===== src/rtl/otter_enc_pkg.sv =====
// Shared types and constants for the Otter instruction encoder.
package otter_enc_pkg;

   typedef enum logic [2:0] {
      FMT_R = 3'd0,
      FMT_I = 3'd1,
      FMT_S = 3'd2,
      FMT_B = 3'd3,
      FMT_U = 3'd4,
      FMT_J = 3'd5
   } fmt_t;

   localparam logic [6:0] OP_REG    = 7'h33;
   localparam logic [6:0] OP_IMM    = 7'h13;
   localparam logic [6:0] OP_STORE  = 7'h23;
   localparam logic [6:0] OP_BRANCH = 7'h63;
   localparam logic [6:0] OP_LUI    = 7'h37;
   localparam logic [6:0] OP_AUIPC  = 7'h17;
   localparam logic [6:0] OP_JAL    = 7'h6F;

   localparam int OPC_W   = 7;
   localparam int REG_W   = 5;
   localparam int F3_W    = 3;
   localparam int F7_W    = 7;
   localparam int IMM_W   = 32;
   localparam int INSTR_W = 32;

   // fmt kept as raw bits so the illegal codes 6/7 survive into the packer
   typedef struct packed {
      logic [2:0]       fmt;
      logic [OPC_W-1:0] opcode;
      logic [REG_W-1:0] rd;
      logic [REG_W-1:0] rs1;
      logic [REG_W-1:0] rs2;
      logic [F3_W-1:0]  funct3;
      logic [F7_W-1:0]  funct7;
      logic [IMM_W-1:0] imm;
   } enc_fields_t;

   // True when v[31:lsb] are all equal, i.e. v fits as a sign-extended value
   // whose top bit is lsb.
   function automatic logic sext_ok(input logic [31:0] v, input int unsigned lsb);
      logic signed [31:0] s;
      s = $signed(v) >>> lsb;
      return (s == '0) || (s == '1);
   endfunction

endpackage


===== src/rtl/imm_pack.sv =====
// Combinational packer: decoded fields + immediate -> 32-bit word and range error.
module imm_pack
   import otter_enc_pkg::*;
(
   input  enc_fields_t        f,
   output logic [INSTR_W-1:0] instr,
   output logic               err
);

   // Select the bit layout for the format and flag immediates that do not fit.
   always_comb begin
      instr = '0;
      err   = 1'b0;
      case (f.fmt)
         FMT_R: instr = {f.funct7, f.rs2, f.rs1, f.funct3, f.rd, f.opcode};
         FMT_I: begin
            instr = {f.imm[11:0], f.rs1, f.funct3, f.rd, f.opcode};
            err   = !sext_ok(f.imm, 11);
         end
         FMT_S: begin
            instr = {f.imm[11:5], f.rs2, f.rs1, f.funct3, f.imm[4:0], f.opcode};
            err   = !sext_ok(f.imm, 11);
         end
         FMT_B: begin
            instr = {f.imm[12], f.imm[10:5], f.rs2, f.rs1, f.funct3,
                     f.imm[4:1], f.imm[11], f.opcode};
            err   = !sext_ok(f.imm, 12) || f.imm[0];
         end
         FMT_U: begin
            instr = {f.imm[31:12], f.rd, f.opcode};
            err   = (f.imm[11:0] != 12'd0);
         end
         FMT_J: begin
            instr = {f.imm[20], f.imm[10:1], f.imm[11], f.imm[19:12], f.rd, f.opcode};
            err   = !sext_ok(f.imm, 20) || f.imm[0];
         end
         // illegal format: emit a zero word flagged as an error
         default: err = 1'b1;
      endcase
   end

endmodule


===== src/rtl/instr_encoder.sv =====
// Two-stage valid/ready instruction encoder with saturating statistics.
// Stage 1 holds the raw fields, stage 2 holds the packed word and error flag.
module instr_encoder
   import otter_enc_pkg::*;
#(
   parameter int CNT_W = 16
) (
   input  logic               clk,
   input  logic               rst,
   input  logic               in_valid,
   output logic               in_ready,
   input  logic [2:0]         fmt,
   input  logic [OPC_W-1:0]   opcode,
   input  logic [REG_W-1:0]   rd,
   input  logic [REG_W-1:0]   rs1,
   input  logic [REG_W-1:0]   rs2,
   input  logic [F3_W-1:0]    funct3,
   input  logic [F7_W-1:0]    funct7,
   input  logic [IMM_W-1:0]   imm,
   output logic               out_valid,
   input  logic               out_ready,
   output logic [INSTR_W-1:0] out_instr,
   output logic               out_err,
   output logic [CNT_W-1:0]   enc_count,
   output logic [CNT_W-1:0]   err_count
);

   localparam logic [CNT_W-1:0] CNT_MAX = '1;

   enc_fields_t        s1_q, s1_d;
   logic               s1_valid_q, s1_valid_d;
   logic               s2_valid_q, s2_valid_d;
   logic [INSTR_W-1:0] s2_instr_q, s2_instr_d;
   logic               s2_err_q, s2_err_d;
   logic [CNT_W-1:0]   enc_cnt_q, enc_cnt_d;
   logic [CNT_W-1:0]   err_cnt_q, err_cnt_d;

   logic [INSTR_W-1:0] pk_instr;
   logic               pk_err;
   logic               s2_load, in_fire, out_fire;

   imm_pack u_pack (
      .f     (s1_q),
      .instr (pk_instr),
      .err   (pk_err)
   );

   // Handshake, next-state for both stages and counters.
   always_comb begin
      s2_load  = !s2_valid_q || out_ready;
      in_ready = !s1_valid_q || s2_load;
      in_fire  = in_valid && in_ready;
      out_fire = s2_valid_q && out_ready;

      s1_d       = s1_q;
      s1_valid_d = s1_valid_q;
      s2_valid_d = s2_valid_q;
      s2_instr_d = s2_instr_q;
      s2_err_d   = s2_err_q;
      enc_cnt_d  = enc_cnt_q;
      err_cnt_d  = err_cnt_q;

      // stage 2 takes whatever stage 1 holds (possibly a bubble) when free
      if (s2_load) begin
         s2_valid_d = s1_valid_q;
         if (s1_valid_q) begin
            s2_instr_d = pk_instr;
            s2_err_d   = pk_err;
         end
      end

      if (in_fire) begin
         s1_valid_d = 1'b1;
         s1_d       = '{fmt: fmt, opcode: opcode, rd: rd, rs1: rs1, rs2: rs2,
                        funct3: funct3, funct7: funct7, imm: imm};
      end else if (s2_load) begin
         s1_valid_d = 1'b0;
      end

      if (out_fire) begin
         if (enc_cnt_q != CNT_MAX) enc_cnt_d = enc_cnt_q + 1'b1;
         if (s2_err_q && err_cnt_q != CNT_MAX) err_cnt_d = err_cnt_q + 1'b1;
      end
   end

   // Pipeline and counter registers; reset drops all in-flight words.
   always_ff @(posedge clk or posedge rst) begin
      if (rst) begin
         s1_q       <= '0;
         s1_valid_q <= 1'b0;
         s2_valid_q <= 1'b0;
         s2_instr_q <= '0;
         s2_err_q   <= 1'b0;
         enc_cnt_q  <= '0;
         err_cnt_q  <= '0;
      end else begin
         s1_q       <= s1_d;
         s1_valid_q <= s1_valid_d;
         s2_valid_q <= s2_valid_d;
         s2_instr_q <= s2_instr_d;
         s2_err_q   <= s2_err_d;
         enc_cnt_q  <= enc_cnt_d;
         err_cnt_q  <= err_cnt_d;
      end
   end

   assign out_valid = s2_valid_q;
   assign out_instr = s2_instr_q;
   assign out_err   = s2_err_q;
   assign enc_count = enc_cnt_q;
   assign err_count = err_cnt_q;

endmodule


===== config.mk =====
export PLATFORM = sky130hd
export DESIGN_NAME = instr_encoder
export DESIGN_NICKNAME = d
export VERILOG_FILES = /design/src/rtl/otter_enc_pkg.sv /design/src/rtl/imm_pack.sv /design/src/rtl/instr_encoder.sv
export SDC_FILE = /design/constraint.sdc
export NUM_CORES = 1
export LEC_CHECK = 0
export CAP_MARGIN = 30
export CORE_MARGIN = 4
export CORE_UTILIZATION = 30
export DETAILED_ROUTE_END_ITERATION = 10
export MAX_ROUTING_LAYER = met4
export PLACE_DENSITY = 0.58
export SLEW_MARGIN = 20
export SYNTH_ARGS = -nofsm -noshare
export SYNTH_HDL_FRONTEND = slang
export SYNTH_SLANG_ARGS = --single-unit
export TNS_END_PERCENT = 100

===== constraint.sdc =====
create_clock -name clk -period 6.2 [get_ports clk]
set_input_delay 1.24 -clock clk [delete_from_list [all_inputs] [get_ports clk]]
set_output_delay 1.24 -clock clk [all_outputs]
set_load 0.02 [all_outputs]

# After elaboration in Yosys (flattened, before gate mapping)
# Index checks and enable logic that the tools add are counted.
dict set report op_classes {
  addsub 2
  n_eq_ne 10
  n_mux 4
  n_reduce_logical 25
}
# op count
set op_table {}
lappend op_table {{$pmux W32 S6} 1}
lappend op_table {{$eq A32 B32 Y1 const B} 3}
lappend op_table {{$logic_not A32 Y1} 3}
lappend op_table {{$add A16 B1 Y16 const B} 2}
lappend op_table {{$ne A16 B16 Y1 const B} 2}
lappend op_table {{$reduce_bool A12 Y1} 1}
lappend op_table {{$logic_or A1 B1 Y1} 7}
lappend op_table {{$eq A3 B2 Y1 const B} 2}
lappend op_table {{$eq A3 B3 Y1 const B} 2}
lappend op_table {{$reduce_and A2 Y1} 3}
lappend op_table {{$logic_not A1 Y1} 5}
lappend op_table {{$pmux W1 S5} 1}
lappend op_table {{$eq A3 B1 Y1 const B} 1}
lappend op_table {{$logic_and A1 B1 Y1} 3}
lappend op_table {{$logic_not A3 Y1} 1}
lappend op_table {{$mux W1} 2}
lappend op_table {{$reduce_bool A2 Y1} 1}
lappend op_table {{$reduce_or A2 Y1} 1}
dict set report totals {
  ff_bits 134
  inputBits 71
  out_inout_bits 67
  word_cells 55
}

# Depth between registers and ports, before layout
dict set report logic_depth {
  ltp_word 5
  ltp_mapped 7
  mapped_depth_nobuf 6
}

# Cells and area by module
# From an unflattened synthesis, not the netlist that was laid out.
dict set report hier_totals {
  hier_cells 502
  hier_area_um2 6178.4
}
# mod instances cells_per_inst area_per_inst_um2 seq_area_each_um2
set by_module_without_submodules {}
lappend by_module_without_submodules {instr_encoder 1 367 5392.7 3353.2}
lappend by_module_without_submodules {imm_pack 1 135 785.8 0.0}

# Worst setup path before layout
# OpenSTA, ideal clock, no wires.
dict set report synth_path {
  kind {input to output}
  from {input port out_ready}
  to {output port in_ready}
  arrival_time_ns 1.523
  t_required_ns 4.960
  path_slack_ns 3.437
  cell_stages 1
  path_buffers 0
  path_cell_list {nand3b_1}
}
dict set report synth_via {
  elab_chain_len 2
}
# element line
set synth_lines {}
lappend synth_lines {{start, declared} instr_encoder.sv:21} ;# input logic out_ready,
lappend synth_lines {{$logic_or A1 B1 Y1} instr_encoder.sv:50} ;# s2_load = !s2_valid_q || out_ready;
lappend synth_lines {{$logic_or A1 B1 Y1} instr_encoder.sv:51} ;# in_ready = !s1_valid_q || s2_load;
lappend synth_lines {{end, declared} instr_encoder.sv:11} ;# output logic in_ready,
# No other way between the ends.

# Worst setup path after layout
# Same ends and word-level chain as after synthesis.

==> impl_metrics.py <==
metrics = {
    "global_route": {
        "antenna_found_initial": 0,
        "grt_max_degree": 73,
        "gr-total-overflow": 0,
        "grt_use_total": 0.149,
        "grt_pass1_wl_um": 24800,
        "grt_pass1_vias": 4587,
    },
    "layout": {
        "drive_above_1_share": 0.184,
        "n_fill_cell": 1810,
        "diodes": 0,
        "final_common_cell": "clkdlybuf4s50_1",
        "nets": 707,
        "multiInputGateArea_mm2": 0.00248,
        "mostFrequentLayoutCells": "clkdlybuf4s50_1, dfrtp_1, mux2_2",
        "syn_to_final_growth_pct": 39.1,
        "seq_area_mm2": 0.00335,
    },
    "drt": {
        "postRouteAntennaNets": 0,
        "firstDrtPassIters": 4,
        "routed_wl_um": 15500,
        "wl_per_cell_um": 17.0,
        "vias": 4387,
        "vias_per_cell": 4.81,
        "drt_iter0_markers": 215,
        "route.detailed.drc": 0,
    },
    "cts": {
        "ctsHtreeMaxLevel": 4,
        "numCtsBuffers": 17,
        "ctsResizeCount": 0,
        "root_buffer": "clkbuf_16",
        "cts_setup_buffers": 0,
        "cts.clk_slew.worst_paths_ns": 0.06,
        "holdBufCountCts": 0,
        "clockBufferDepth": 2,
        "cts_tree": "done",
        "clock_latency_ns": 0.43,
        "cts_sinks": 134,
    },
    "synthesis": {
        "yosysWarnings": 0,
        "yosysUniqueCellTypes": 41,
        "synth_top_area_cell": "dfrtp_1",
        "synthCells": 496,
        "ys_seq_elements": 134,
        "synth_top_area_frac": 0.565,
        "yosys-top-cells-area": "dfrtp_1, mux2_2, xnor2_1",
        "syn_area_mm2": 0.00594,
        "seq_area_frac_synth": 0.565,
        "syn_area_per_cell_um2": 12.0,
        "synth_nets": 569,
    },
    "critical_path": {
        "endpoint": "in_ready",
        "worstPathMaxFanout": 5,
        "cp.required_ns": 4.96,
        "reg2reg_slack_ns": 3.97,
        "worstSetupPathType": "in2out",
        "critical_path.startpoint_type": "input port",
        "worstPathArrival_ns": 2.59,
        "rr_worst_depth": 5,
        "regToRegStartpoint": "s1_q[65]$_DFFE_PP0P_",
        "critPathCaptureType": "primary output",
        "crit_path_start": "out_ready",
        "r2r_end": "out_err$_DFFE_PP0P_",
    },
    "placed_design": {
        "routabilityCongestion": 0.896,
        "dp_hpwl_um": 11100,
        "io_buffers": 137,
    },
    "floorplan": {
        "initial_core_util": 0.305,
        "num_io_pins": 138,
        "dieArea_mm2": 0.0221,
        "core_area_mm2": 0.0195,
        "die_w_um": 149,
        "fp-row-count": 51,
        "fp.dieH_um": 149,
    },
    "hold_path": {
        "hp-class": "reg2reg",
    },
    "power_and_ir_drop": {
        "ir_worst_vdd_mv": 0.175,
        "power_density_mw_per_mm2": 364,
        "p_leak_nw": 3.40,
        "finalPower_w": 0.00300,
    },
    "sta": {
        "skew_ns": 0.0101,
        "worst_pin_slew_ns": 0.916,
        "hold_viol_final": 0,
        "fin_tns_setup_ns": 0,
        "finalCriticalPeriod_ns": 3.83,
        "min_period_over_period": 0.618,
        "fmax_mhz": 261,
        "setup_viol": 0,
        "rsz0062_at_grt": "no",
        "max_slew_margin": 0.388,
        "report.final.slew_viol_count": 0,
    },
    "status": {
        "status": "complete, no violations",
    },
    "job": {
        "cap_violations": 0,
    },
}
==> worst min path at each step <==
| stage | start | to | slack, ns | depth (start not counted) |
|---|---|---|---|---|
| 2_1_floorplan | s1_valid_q$_DFFE_PP0P_ | out_valid$_DFFE_PP0P_ | 0.46 | 1 |
| 3_3_place_gp | s1_q[61]$_DFFE_PP0P_ | out_instr[4]$_DFFE_PP0P_ | 0.47 | 1 |
| 3_5_place_dp | out_instr[31]$_DFFE_PP0P_ | out_instr[31]$_DFFE_PP0P_ | 0.47 | 2 |
| 4_1_cts | out_instr[31]$_DFFE_PP0P_ | out_instr[31]$_DFFE_PP0P_ | 0.49 | 2 |
| 5_1_grt | s1_q[60]$_DFFE_PP0P_ | out_instr[3]$_DFFE_PP0P_ | 0.51 | 1 |
| 6_report | out_instr[31]$_DFFE_PP0P_ | out_instr[31]$_DFFE_PP0P_ | 0.48 | 2 |
==> worst max-delay path: stages <==
cell and delay (ns):
clkdlybuf4s50_1 0.54, nand3b_1 0.19, clkdlybuf4s50_1 0.63
==> flip-flops by register name, indices dropped and copies added (netlist names) <==
signal      count
out_err         1
s1_q           67
out_valid       1
out_instr      32
enc_count      16
s1_valid_q      1
err_count      16
==> logic make-up after synthesis <==
logic type	Yosys count	synth area share
AO/OA/AOI/OAI	89	0.0940
XOR/XNOR	31	0.0457
adder cells (fa/ha/maj)	2	0.00421
buffers and inverters	28	0.0200
flip-flops	134	0.565
multiplexers	79	0.148
AND/OR/NAND/NOR	133	0.123
==> Yosys cell counts <==
master / n
nor3_1: 1
nor4_2: 2
nor2_2: 1
nor4_4: 2
nand2b_1: 3
xnor2_1: 18
buf_1: 1
nand2_1: 35
nand3b_1: 1
ha_1: 2
mux2i_1: 7
o31ai_1: 2
a2bb2oi_1: 4
and4_1: 2
and2_1: 1
a31oi_1: 2
or4_4: 1
a221oi_1: 1
o2111ai_1: 1
buf_2: 11
or3_1: 1
a22o_1: 14
nand3_1: 16
a211oi_1: 1
inv_1: 4
a22oi_1: 6
mux2_2: 72
xor2_1: 13
o211ai_1: 2
nor4_1: 8
or4_1: 2
and3_1: 4
o21ai_0: 27
a21oi_1: 27
nand4_1: 17
nor2_1: 19
o22a_1: 1
clkbuf_1: 12
dfrtp_1: 134
nor2b_1: 17
a211o_1: 1
==> layout make-up <==
type / instances / area share
sequential: 134 / 0.406
multi-input combinational: 334 / 0.300
inverter: 4 / 0.00242
clock inverter: 14 / 0.0242
tap: 265 / 0.0401
clock buffer: 18 / 0.0520
timing repair buffer: 143 / 0.175
==> per-stage QoR <==
step / setup slack, ns / util / hold slack (ns) / area (um2) / cells
after floorplan: 1.38 / - / 0.457 / 5940 / 496
after global placement: 2.36 / 0.389 / 0.470 / 7570 / 877
after detailed placement: 2.28 / 0.390 / 0.473 / 7590 / 878
after CTS: 2.37 / 0.422 / 0.486 / 8220 / 910
after global routing: 2.30 / 0.424 / 0.511 / 8260 / 912
final: 2.37 / 0.424 / 0.483 / 8260 / 912
==> per-layer routing <==
| layer | global-route usage | vias to the layer above | wire [um] |
|---|---|---|---|
| met5 | - | - | 0 |
| met4 | 0.0485 | 0 | 247 |
| met3 | 0.0360 | 24 | 729 |
| met2 | 0.236 | 121 | 7650 |
| met1 | 0.188 | 2165 | 6920 |
| li1 | - | 2077 | - |
==> power breakdown <==
group | leakage (nW) | switching [W] | internal, W
Sequential | 1.65 | 0.000172 | 0.00103
Clock | 0.297 | 0.000397 | 0.000676
Combinational | 1.46 | 0.000344 | 0.000379
(Power assumes the default switching activity.)
